$ cat config.mk
export PLATFORM = sky130hd
export DESIGN_NAME = bist_misr_ctrl_flat
export DESIGN_NICKNAME = d
export VERILOG_FILES = /design/src/rtl/bist_pkg.sv /design/src/rtl/bist_misr_ctrl_if.sv /design/src/rtl/misr_core.sv /design/src/rtl/bist_misr_ctrl.sv /design/src/flat_wrapper.sv
export SDC_FILE = /design/constraint.sdc
export NUM_CORES = 1
export LEC_CHECK = 0
export CORE_MARGIN = 2
export CORE_UTILIZATION = 54
export CTS_BUF_LIST = sky130_fd_sc_hd__clkbuf_4 sky130_fd_sc_hd__clkbuf_8
export DETAILED_ROUTE_END_ITERATION = 8
export GPL_TIMING_DRIVEN = 1
export PLACE_DENSITY = 0.89
export SYNTH_ARGS = -nofsm -noshare
export SYNTH_HDL_FRONTEND = slang
export SYNTH_SLANG_ARGS = --single-unit
export TNS_END_PERCENT = 10
$ cat constraint.sdc
create_clock -name clk -period 4.4 [get_ports clk]
set_input_delay 0.88 -clock clk [delete_from_list [all_inputs] [get_ports clk]]
set_output_delay 0.88 -clock clk [all_outputs]
set_load 0.005 [all_outputs]
$ cat src/rtl/bist_pkg.sv
// rtl/bist_pkg.sv - shared types and constants for the BIST response compactor
// Purpose: state encoding for the BIST session FSM and the default MISR geometry.
// Ports: none (package).
package bist_pkg;

    localparam int MISR_WIDTH = 9;

    // x^9 + x^4 + 1: only the x^4 term is an internal tap; bit 0 always takes the feedback.
    localparam logic [MISR_WIDTH-1:0] MISR_TAPS = 9'h010;

    typedef enum logic [1:0] {
        IDLE  = 2'd0,
        RUN   = 2'd1,
        CHECK = 2'd2,
        DONE  = 2'd3
    } bist_state_t;

endpackage

$ cat src/rtl/bist_misr_ctrl_if.sv
// rtl/bist_misr_ctrl_if.sv - control/response bundle between BIST sequencer and compactor
// Purpose: groups session control, the CUT response beat and the status/result outputs.
// Ports (master drives): start, resp_valid, resp
//       (slave drives):  pat_en, busy, done, pass, signature, pat_count
interface bist_misr_ctrl_if
    import bist_pkg::*;
#(
    parameter int WIDTH = MISR_WIDTH
);

    logic             start;
    logic             resp_valid;
    logic [WIDTH-1:0] resp;
    logic             pat_en;
    logic             busy;
    logic             done;
    logic             pass;
    logic [WIDTH-1:0] signature;
    logic [15:0]      pat_count;

    modport master (
        output start, resp_valid, resp,
        input  pat_en, busy, done, pass, signature, pat_count
    );

    modport slave (
        input  start, resp_valid, resp,
        output pat_en, busy, done, pass, signature, pat_count
    );

endinterface

$ cat src/rtl/misr_core.sv
// rtl/misr_core.sv - multiple-input signature register with internal feedback taps
// Purpose: holds the signature and applies one compaction step per enabled cycle.
// Ports: clk, reset (async active-low), load (seed reload, wins over en), seed,
//        en (compact din this cycle), din (response word), sig (current signature).
module misr_core
    import bist_pkg::*;
#(
    parameter int               WIDTH   = MISR_WIDTH,
    parameter logic [WIDTH-1:0] TAPS    = MISR_TAPS,
    parameter logic [WIDTH-1:0] RST_VAL = '0
) (
    input  logic             clk,
    input  logic             reset,
    input  logic             load,
    input  logic [WIDTH-1:0] seed,
    input  logic             en,
    input  logic [WIDTH-1:0] din,
    output logic [WIDTH-1:0] sig
);

    logic             fb;
    logic [WIDTH-1:0] next_sig;

    // Rotate the MSB into bit 0, then fold it into the tapped positions above bit 0.
    always_comb begin
        fb       = sig[WIDTH-1];
        next_sig = {sig[WIDTH-2:0], fb} ^ din ^ ({TAPS[WIDTH-1:1], 1'b0} & {WIDTH{fb}});
    end

    always_ff @(posedge clk or negedge reset) begin
        if (!reset) begin
            sig <= RST_VAL;
        end else if (load) begin
            sig <= seed;
        end else if (en) begin
            sig <= next_sig;
        end
    end

endmodule

$ cat src/rtl/bist_misr_ctrl.sv
// rtl/bist_misr_ctrl.sv - BIST response compactor: session FSM, pattern counter, golden compare
// Purpose: gates the pattern generator, compacts CUT responses into the MISR, counts
//          accepted responses and reports pass/fail against GOLDEN at the end of a session.
// Ports: clk, reset (async active-low), bus (slave modport of bist_misr_ctrl_if):
//        start/resp_valid/resp in; pat_en/busy/done/pass/signature/pat_count out.
module bist_misr_ctrl
    import bist_pkg::*;
#(
    parameter int               WIDTH        = MISR_WIDTH,
    parameter logic [WIDTH-1:0] TAPS         = MISR_TAPS,
    parameter int               NUM_PATTERNS = 511,
    parameter logic [WIDTH-1:0] SEED         = '0,
    parameter logic [WIDTH-1:0] GOLDEN       = '0
) (
    input  logic             clk,
    input  logic             reset,
    bist_misr_ctrl_if.slave  bus
);

    localparam logic [15:0] LAST_COUNT = 16'(NUM_PATTERNS - 1);

    bist_state_t      state;
    logic [15:0]      pat_count;
    logic             pass;
    logic [WIDTH-1:0] sig;
    logic             launch;
    logic             accept;

    assign launch = bus.start && ((state == IDLE) || (state == DONE));
    assign accept = (state == RUN) && bus.resp_valid;

    misr_core #(
        .WIDTH   (WIDTH),
        .TAPS    (TAPS),
        .RST_VAL (SEED)
    ) u_misr (
        .clk   (clk),
        .reset (reset),
        .load  (launch),
        .seed  (SEED),
        .en    (accept),
        .din   (bus.resp),
        .sig   (sig)
    );

    always_ff @(posedge clk or negedge reset) begin
        if (!reset) begin
            state     <= IDLE;
            pat_count <= '0;
            pass      <= 1'b0;
        end else begin
            case (state)
                IDLE: begin
                    if (bus.start) begin
                        state     <= RUN;
                        pat_count <= '0;
                    end
                end
                RUN: begin
                    if (bus.resp_valid) begin
                        pat_count <= pat_count + 16'd1;
                        if (pat_count == LAST_COUNT) begin
                            state <= CHECK;
                        end
                    end
                end
                CHECK: begin
                    // The final beat landed in sig on the edge that entered CHECK.
                    pass  <= (sig == GOLDEN);
                    state <= DONE;
                end
                DONE: begin
                    if (bus.start) begin
                        state     <= RUN;
                        pat_count <= '0;
                        pass      <= 1'b0;
                    end
                end
                default: state <= IDLE;
            endcase
        end
    end

    // Decoded straight from the state register so the generator stops on the final-accept edge.
    assign bus.pat_en    = (state == RUN);
    assign bus.busy      = (state == RUN) || (state == CHECK);
    assign bus.done      = (state == DONE);
    assign bus.pass      = pass;
    assign bus.signature = sig;
    assign bus.pat_count = pat_count;

endmodule

$ cat src/flat_wrapper.sv
// flat-port wrapper written by rule: the top's interface ports become plain ports
module bist_misr_ctrl_flat import bist_pkg::*;
#(
    parameter int               WIDTH        = MISR_WIDTH,
    parameter logic [WIDTH-1:0] TAPS         = MISR_TAPS,
    parameter int               NUM_PATTERNS = 511,
    parameter logic [WIDTH-1:0] SEED         = '0,
    parameter logic [WIDTH-1:0] GOLDEN       = '0
)
  (clk, reset, bus_start, bus_resp_valid, bus_resp, bus_pat_en, bus_busy, bus_done, bus_pass, bus_signature, bus_pat_count);
  bist_misr_ctrl_if #(.WIDTH(WIDTH)) bus_i ();
  input  logic clk;
  input  logic reset;
  input wire logic [$bits(bus_i.start)-1:0] bus_start;
  input wire logic [$bits(bus_i.resp_valid)-1:0] bus_resp_valid;
  input wire logic [$bits(bus_i.resp)-1:0] bus_resp;
  output wire logic [$bits(bus_i.pat_en)-1:0] bus_pat_en;
  output wire logic [$bits(bus_i.busy)-1:0] bus_busy;
  output wire logic [$bits(bus_i.done)-1:0] bus_done;
  output wire logic [$bits(bus_i.pass)-1:0] bus_pass;
  output wire logic [$bits(bus_i.signature)-1:0] bus_signature;
  output wire logic [$bits(bus_i.pat_count)-1:0] bus_pat_count;
  assign bus_i.start = bus_start;
  assign bus_i.resp_valid = bus_resp_valid;
  assign bus_i.resp = bus_resp;
  assign bus_pat_en = bus_i.pat_en;
  assign bus_busy = bus_i.busy;
  assign bus_done = bus_i.done;
  assign bus_pass = bus_i.pass;
  assign bus_signature = bus_i.signature;
  assign bus_pat_count = bus_i.pat_count;
  bist_misr_ctrl #(.WIDTH(WIDTH), .TAPS(TAPS), .NUM_PATTERNS(NUM_PATTERNS), .SEED(SEED), .GOLDEN(GOLDEN)) u_core (.clk(clk), .reset(reset), .bus(bus_i));
endmodule
## Yosys cells after proc, flatten, opt, wreduce, memory -nomap -nowiden

Cells that the tools add are included.

| word-level totals | value |
|---|---|
| output and inout port bits | 29 |
| register bits after elaboration | 28 |
| word-level logic and storage cells | 39 |
| input port bits | 13 |

| operators by class | value |
|---|---|
| bitwise logic cells | 2 |
| equality and inequality tests | 8 |
| reduce and logical (&&, ||, !) cells | 13 |
| add/sub/neg operators | 1 |
| multiplexer cells | 11 |

Operators with widths:

| kind | count |
|---|---|
| $mux W16 | 2 |
| $pmux W16 S2 | 1 |
| $mux W9 | 2 |
| $add A16 B1 Y16 const B | 1 |
| $eq A16 B9 Y1 const B | 1 |
| $logic_not A9 Y1 | 1 |
| $xor A9 B5 Y9 | 1 |
| $xor A9 B9 Y9 | 1 |
| $mux W2 | 3 |
| $pmux W2 S3 | 1 |
| $reduce_and A3 Y1 | 2 |
| $reduce_bool A2 Y1 | 3 |
| $eq A2 B2 Y1 const B | 2 |
| $ne A2 B1 Y1 const B | 2 |
| $ne A2 B2 Y1 const B | 2 |
| $eq A2 B1 Y1 const B | 1 |
| $logic_and A1 B1 Y1 | 2 |
| $logic_not A2 Y1 | 1 |
| $logic_or A1 B1 Y1 | 2 |
| $pmux W1 S2 | 1 |
| $reduce_and A2 Y1 | 1 |
| $reduce_or A2 Y1 | 1 |
| $mux W1 | 1 |

## Depth between registers and ports, before layout

| depth | value |
|---|---|
| depth in word-level cells | 4 |
| depth in mapped cells | 7 |

## By module

From an unflattened synthesis, not the netlist that was laid out.

| unflattened totals | value |
|---|---|
| cell total of the unflattened synthesis | 184 |
| area, all modules | 1706.6 um^2 |

Modules (own cells, without submodules):

| module | instances | seq. area each (um^2) | cells each | area each (um^2) |
|---|---|---|---|---|
| bist_misr_ctrl | 1 | 475.5 | 133 | 1188.6 |
| misr_core | 1 | 225.2 | 51 | 518.0 |

## Worst setup path after synthesis

Ideal clock, no wire load.

| timing | value |
|---|---|
| path type | input to register |
| start | in bus_resp_valid |
| end | reg u_core.state[1] |
| path buffers | 0 |
| stages | 4 |
| slack | 2371 ps |
| required time | 4274 ps |
| library setup time | 126 ps |
| arrival time | 1902 ps |
| path through | or4b_1 nor3b_2 o21bai_1 a311o_1 |

| on the way | value |
|---|---|
| longest elaborated chain between the ends | 2 |

Ends and longest elaborated chain:

| what | RTL line | source |
|---|---|---|
| start, declared | flat_wrapper.sv:15 | `input wire logic [$bits(bus_i.resp_valid)-1:0] bus_resp_valid;` |
| $ne A2 B2 Y1 (no line) | - |  |
| $reduce_and A3 Y1 (no line) | - |  |
| end signal, assigned | bist_misr_ctrl.sv:48 | `state <= IDLE;` |
| end signal, assigned | bist_misr_ctrl.sv:55 | `state <= RUN;` |
| end signal, assigned | bist_misr_ctrl.sv:63 | `state <= CHECK;` |
| end, declared | bist_misr_ctrl.sv:22 | `bist_state_t state;` |

Every way passes these cells.
A chain may end at the register's enable or synchronous reset.

## Worst setup path in the final report

| timing | value |
|---|---|
| start | reg u_core.state[0] |
| end | out bus_busy |

| on the way | value |
|---|---|
| longest elaborated chain between the ends | 2 |

Ends and longest elaborated chain:

| what | RTL line | source |
|---|---|---|
| $eq A2 B1 Y1 / $eq A2 B2 Y1 (equally long branches) | bist_misr_ctrl.sv:86 | `assign bus.busy = (state == RUN) \|\| (state == CHECK);` |
| $logic_or A1 B1 Y1 (*) | bist_misr_ctrl.sv:86 |  |
| end, declared | flat_wrapper.sv:18 | `output wire logic [$bits(bus_i.busy)-1:0] bus_busy;` |

Mark *: on every way between the ends. The rest lies on a longest branch, timed or not.

==> metrics.yaml <==
status: "finished clean"
wl_met1_um: 1650
cts_hold_buf: 0
dp_worst_setup_slack_ns: 1.42
clock_latency_ns: 0.33
antenna_found_initial: 0
nNetsFinal: 233
route.met3.wl_um: 302
final_cells: 244
initial_core_util: 0.572
cp-end-kind: "output pin"
cp_max_fo: 12
vias_per_cell: 6.22
finalHoldViolations: 0
fmax_mhz: 334
top_layer_used: "met4"
syn_nets: 188
grt_pass1_vias: 1457
die_area_mm2: 0.00337
dr_wl_met2_um: 1940
hp-class: "register to register"
grt_pass1_wl_um: 6470
max_slew_margin: 0.549
cts_resized: 0
layout-drive-gt1-share: 0.0469
finalMaxSlewViolations: 0
fp.dieW_um: 58.1
postCtsSetupRepairBufs: 0
tightest_slew_ns: 0.676
drt-wirelength-per-cell_um: 16.0
synthCells: 169
reg2reg_from: "u_core.state[0]$_DFFE_PN0P_"
clk_pin_slew_ns: 0.15
whs_path_depth: 1
critPathKind: "register to output pin"
finalCriticalPeriod_ns: 2.99
grt_use_total: 0.245
yosys_warnings: 0
ys_seq_area_frac: 0.444
cts_buffers: 3
maxCapViolCount: 0
r2r_end: "u_core.bus.pat_count[8]$_DFFE_PN0P_"
rsz0062_at_grt: "false"
ios: 42
postRouteAntennaNets: 0
worstPathRequired_ns: 3.52
gp_congestion: 0.872
tns_ns: 0
r2r_cells: 6
grt-ovfl-total: 0
power_density_mw_per_mm2: 531
total_leakage_power_nw: 0.824
synth.ff_latch_count: 28
cts.sinks: 28
hpwl_um: 2820
n_fill_cell: 213
wirelength_um: 3920
r2r_slack_ns: 1.79
vdd_drop_max_uv: 521
dr.pass1.iters: 4
die_height_um: 58.1
hp-start: "u_core.bus.pat_count[5]$_DFFE_PN0P_"
fin_skew_ns: 0.00522
crit_path_start_kind: "register"
root_buffer: "clkbuf_4"
cp.arrival_ns: 2.11
setup_viol: 0
drc: 0
io_buffers: 41
fin_ws_ns: 1.41
h-tree-depth: 1
netlist_area_mm2: 0.00158
vias: 1518
period_share: 0.680
drt_iter0_drc: 62
area_growth_pct: 30.8
holdPathEnd: "u_core.bus.pat_count[5]$_DFFE_PN0P_"
synth.distinct_cells: 38
grt_max_degree: 29
diodes: 0
cts.path.max_buffers: 2
post_synth.cell_area_avg_um2: 9.34
tritoncts: "built"
row_count: 19
core_region_area_mm2: 0.00276
dp.cells: 240
-- final cells by class --
class / instances / area [µm²] / share of cell area
timing repair buffer: 42 / 418 / 0.203
clock buffer: 4 / 36.3 / 0.0176
inverter: 7 / 26.3 / 0.0127
tap: 31 / 38.8 / 0.0188
multi-input combinational: 132 / 843 / 0.409
sequential: 28 / 701 / 0.340
-- where the power goes --
part           switching (mW)  leakage (nW)  internal (mW)  total (mW)
Sequential             0.0790         0.378          0.319       0.398
Combinational           0.295         0.425          0.276       0.570
Clock                  0.0760        0.0210         0.0506       0.127
Total                   0.450         0.824          0.645        1.10
-- stage by stage --
stage                     instance area, µm²  hold WS, ns  power (mW)  utilization
final                                   2060        0.578        1.10        0.748
after floorplan                         1580        0.513       0.719            -
after detailed placement                2030        0.548       0.967        0.735
after global routing                    2060        0.620        1.17        0.748
after global placement                  2030        0.532       0.944        0.735
after CTS                               2060        0.580        1.09        0.748
-- routing by layer --
layer	up-vias	global-route usage
li1	721	-
met4	0	0.0731
met5	-	0
met1	715	0.321
met3	6	0.0424
met2	76	0.416
-- worst max-delay path: stages, from the launching register on --
cell and delay, ns:
dfrtp_1 0.47, inv_1 0.08, ha_1 0.45, inv_1 0.23
clkdlybuf4s50_1 0.55
-- state kept, by name, summed over array words and instances, names as in the netlist --
name	flops
u_core.bus.pat_count	16
u_core.bus.pass	1
u_core.state	2
u_core.u_misr.sig	9
-- cells in the mapped netlist --
cell type / n / share of area
nand4_1: 4 / 0.016
o21ai_0: 20 / 0.063
nand4_4: 1 / 0.013
or4_1: 6 / 0.029
or2b_1: 1 / 0.0048
nand2_1: 20 / 0.048
clkbuf_1: 2 / 0.0048
o41ai_1: 1 / 0.0056
nand3b_1: 1 / 0.0048
a22oi_1: 1 / 0.0048
nor4_1: 3 / 0.012
nor3b_2: 1 / 0.0079
or2_2: 1 / 0.0040
and3_1: 6 / 0.024
dfrtp_1: 28 / 0.44
a311o_1: 1 / 0.0063
a32oi_1: 1 / 0.0056
xor2_1: 1 / 0.0056
inv_1: 6 / 0.014
a21oi_1: 9 / 0.029
o22ai_1: 2 / 0.0079
or4b_1: 1 / 0.0063
nand3_1: 9 / 0.029
or3_2: 1 / 0.0048
o21bai_1: 1 / 0.0048
nand2b_1: 2 / 0.0079
and2_1: 1 / 0.0040
o211a_1: 1 / 0.0063
and4_1: 1 / 0.0056
clkinv_1: 1 / 0.0024
ha_1: 6 / 0.048
o22a_1: 1 / 0.0056
o221a_2: 1 / 0.0071
o31ai_1: 8 / 0.038
a31oi_1: 2 / 0.0079
xnor2_1: 9 / 0.050
nor3_1: 1 / 0.0032
nor2_1: 7 / 0.017
-- cell usage in the layout (no fill, tap or decap), types with 4 or more instances in the layout --
| cell | instances |
|---|---|
| nand4_1 | 4 |
| clkdlybuf4s50_1 | 41 |
| xnor2_1 | 9 |
| or4_1 | 6 |
| and3_1 | 6 |
| o21ai_0 | 20 |
| nand3_1 | 9 |
| inv_1 | 6 |
| ha_1 | 6 |
| o31ai_1 | 8 |
| a21oi_1 | 9 |
| nor2_1 | 7 |
| nand2_1 | 20 |
| dfrtp_1 | 28 |
-- cell families (layout without fill, tap and decap cells) --
logic type      after synthesis  in the layout  share of synthesized area
compound gates               49             49                      0.192
xor+xnor                     10             10                     0.0555
fa+ha+maj                     6              6                     0.0476
simple gates                 67             67                      0.239
buf+inv                       9             53                     0.0214
flops                        28             28                      0.444
-- worst max path at each step --
stage	from	endpoint	slack, ns
floorplan	bus_resp_valid	u_core.state[1]$_DFFE_PN0P_	2.37
global placement	bus_start	u_core.bus.pat_count[8]$_DFFE_PN0P_	1.57
detailed placement	bus_start	u_core.bus.pat_count[8]$_DFFE_PN0P_	1.42
CTS	u_core.state[0]$_DFFE_PN0P_	bus_busy	1.43
global route	u_core.state[0]$_DFFE_PN0P_	bus_busy	1.31
finish	u_core.state[0]$_DFFE_PN0P_	bus_busy	1.41
Note: power is estimated with default switching activity, not from simulation.
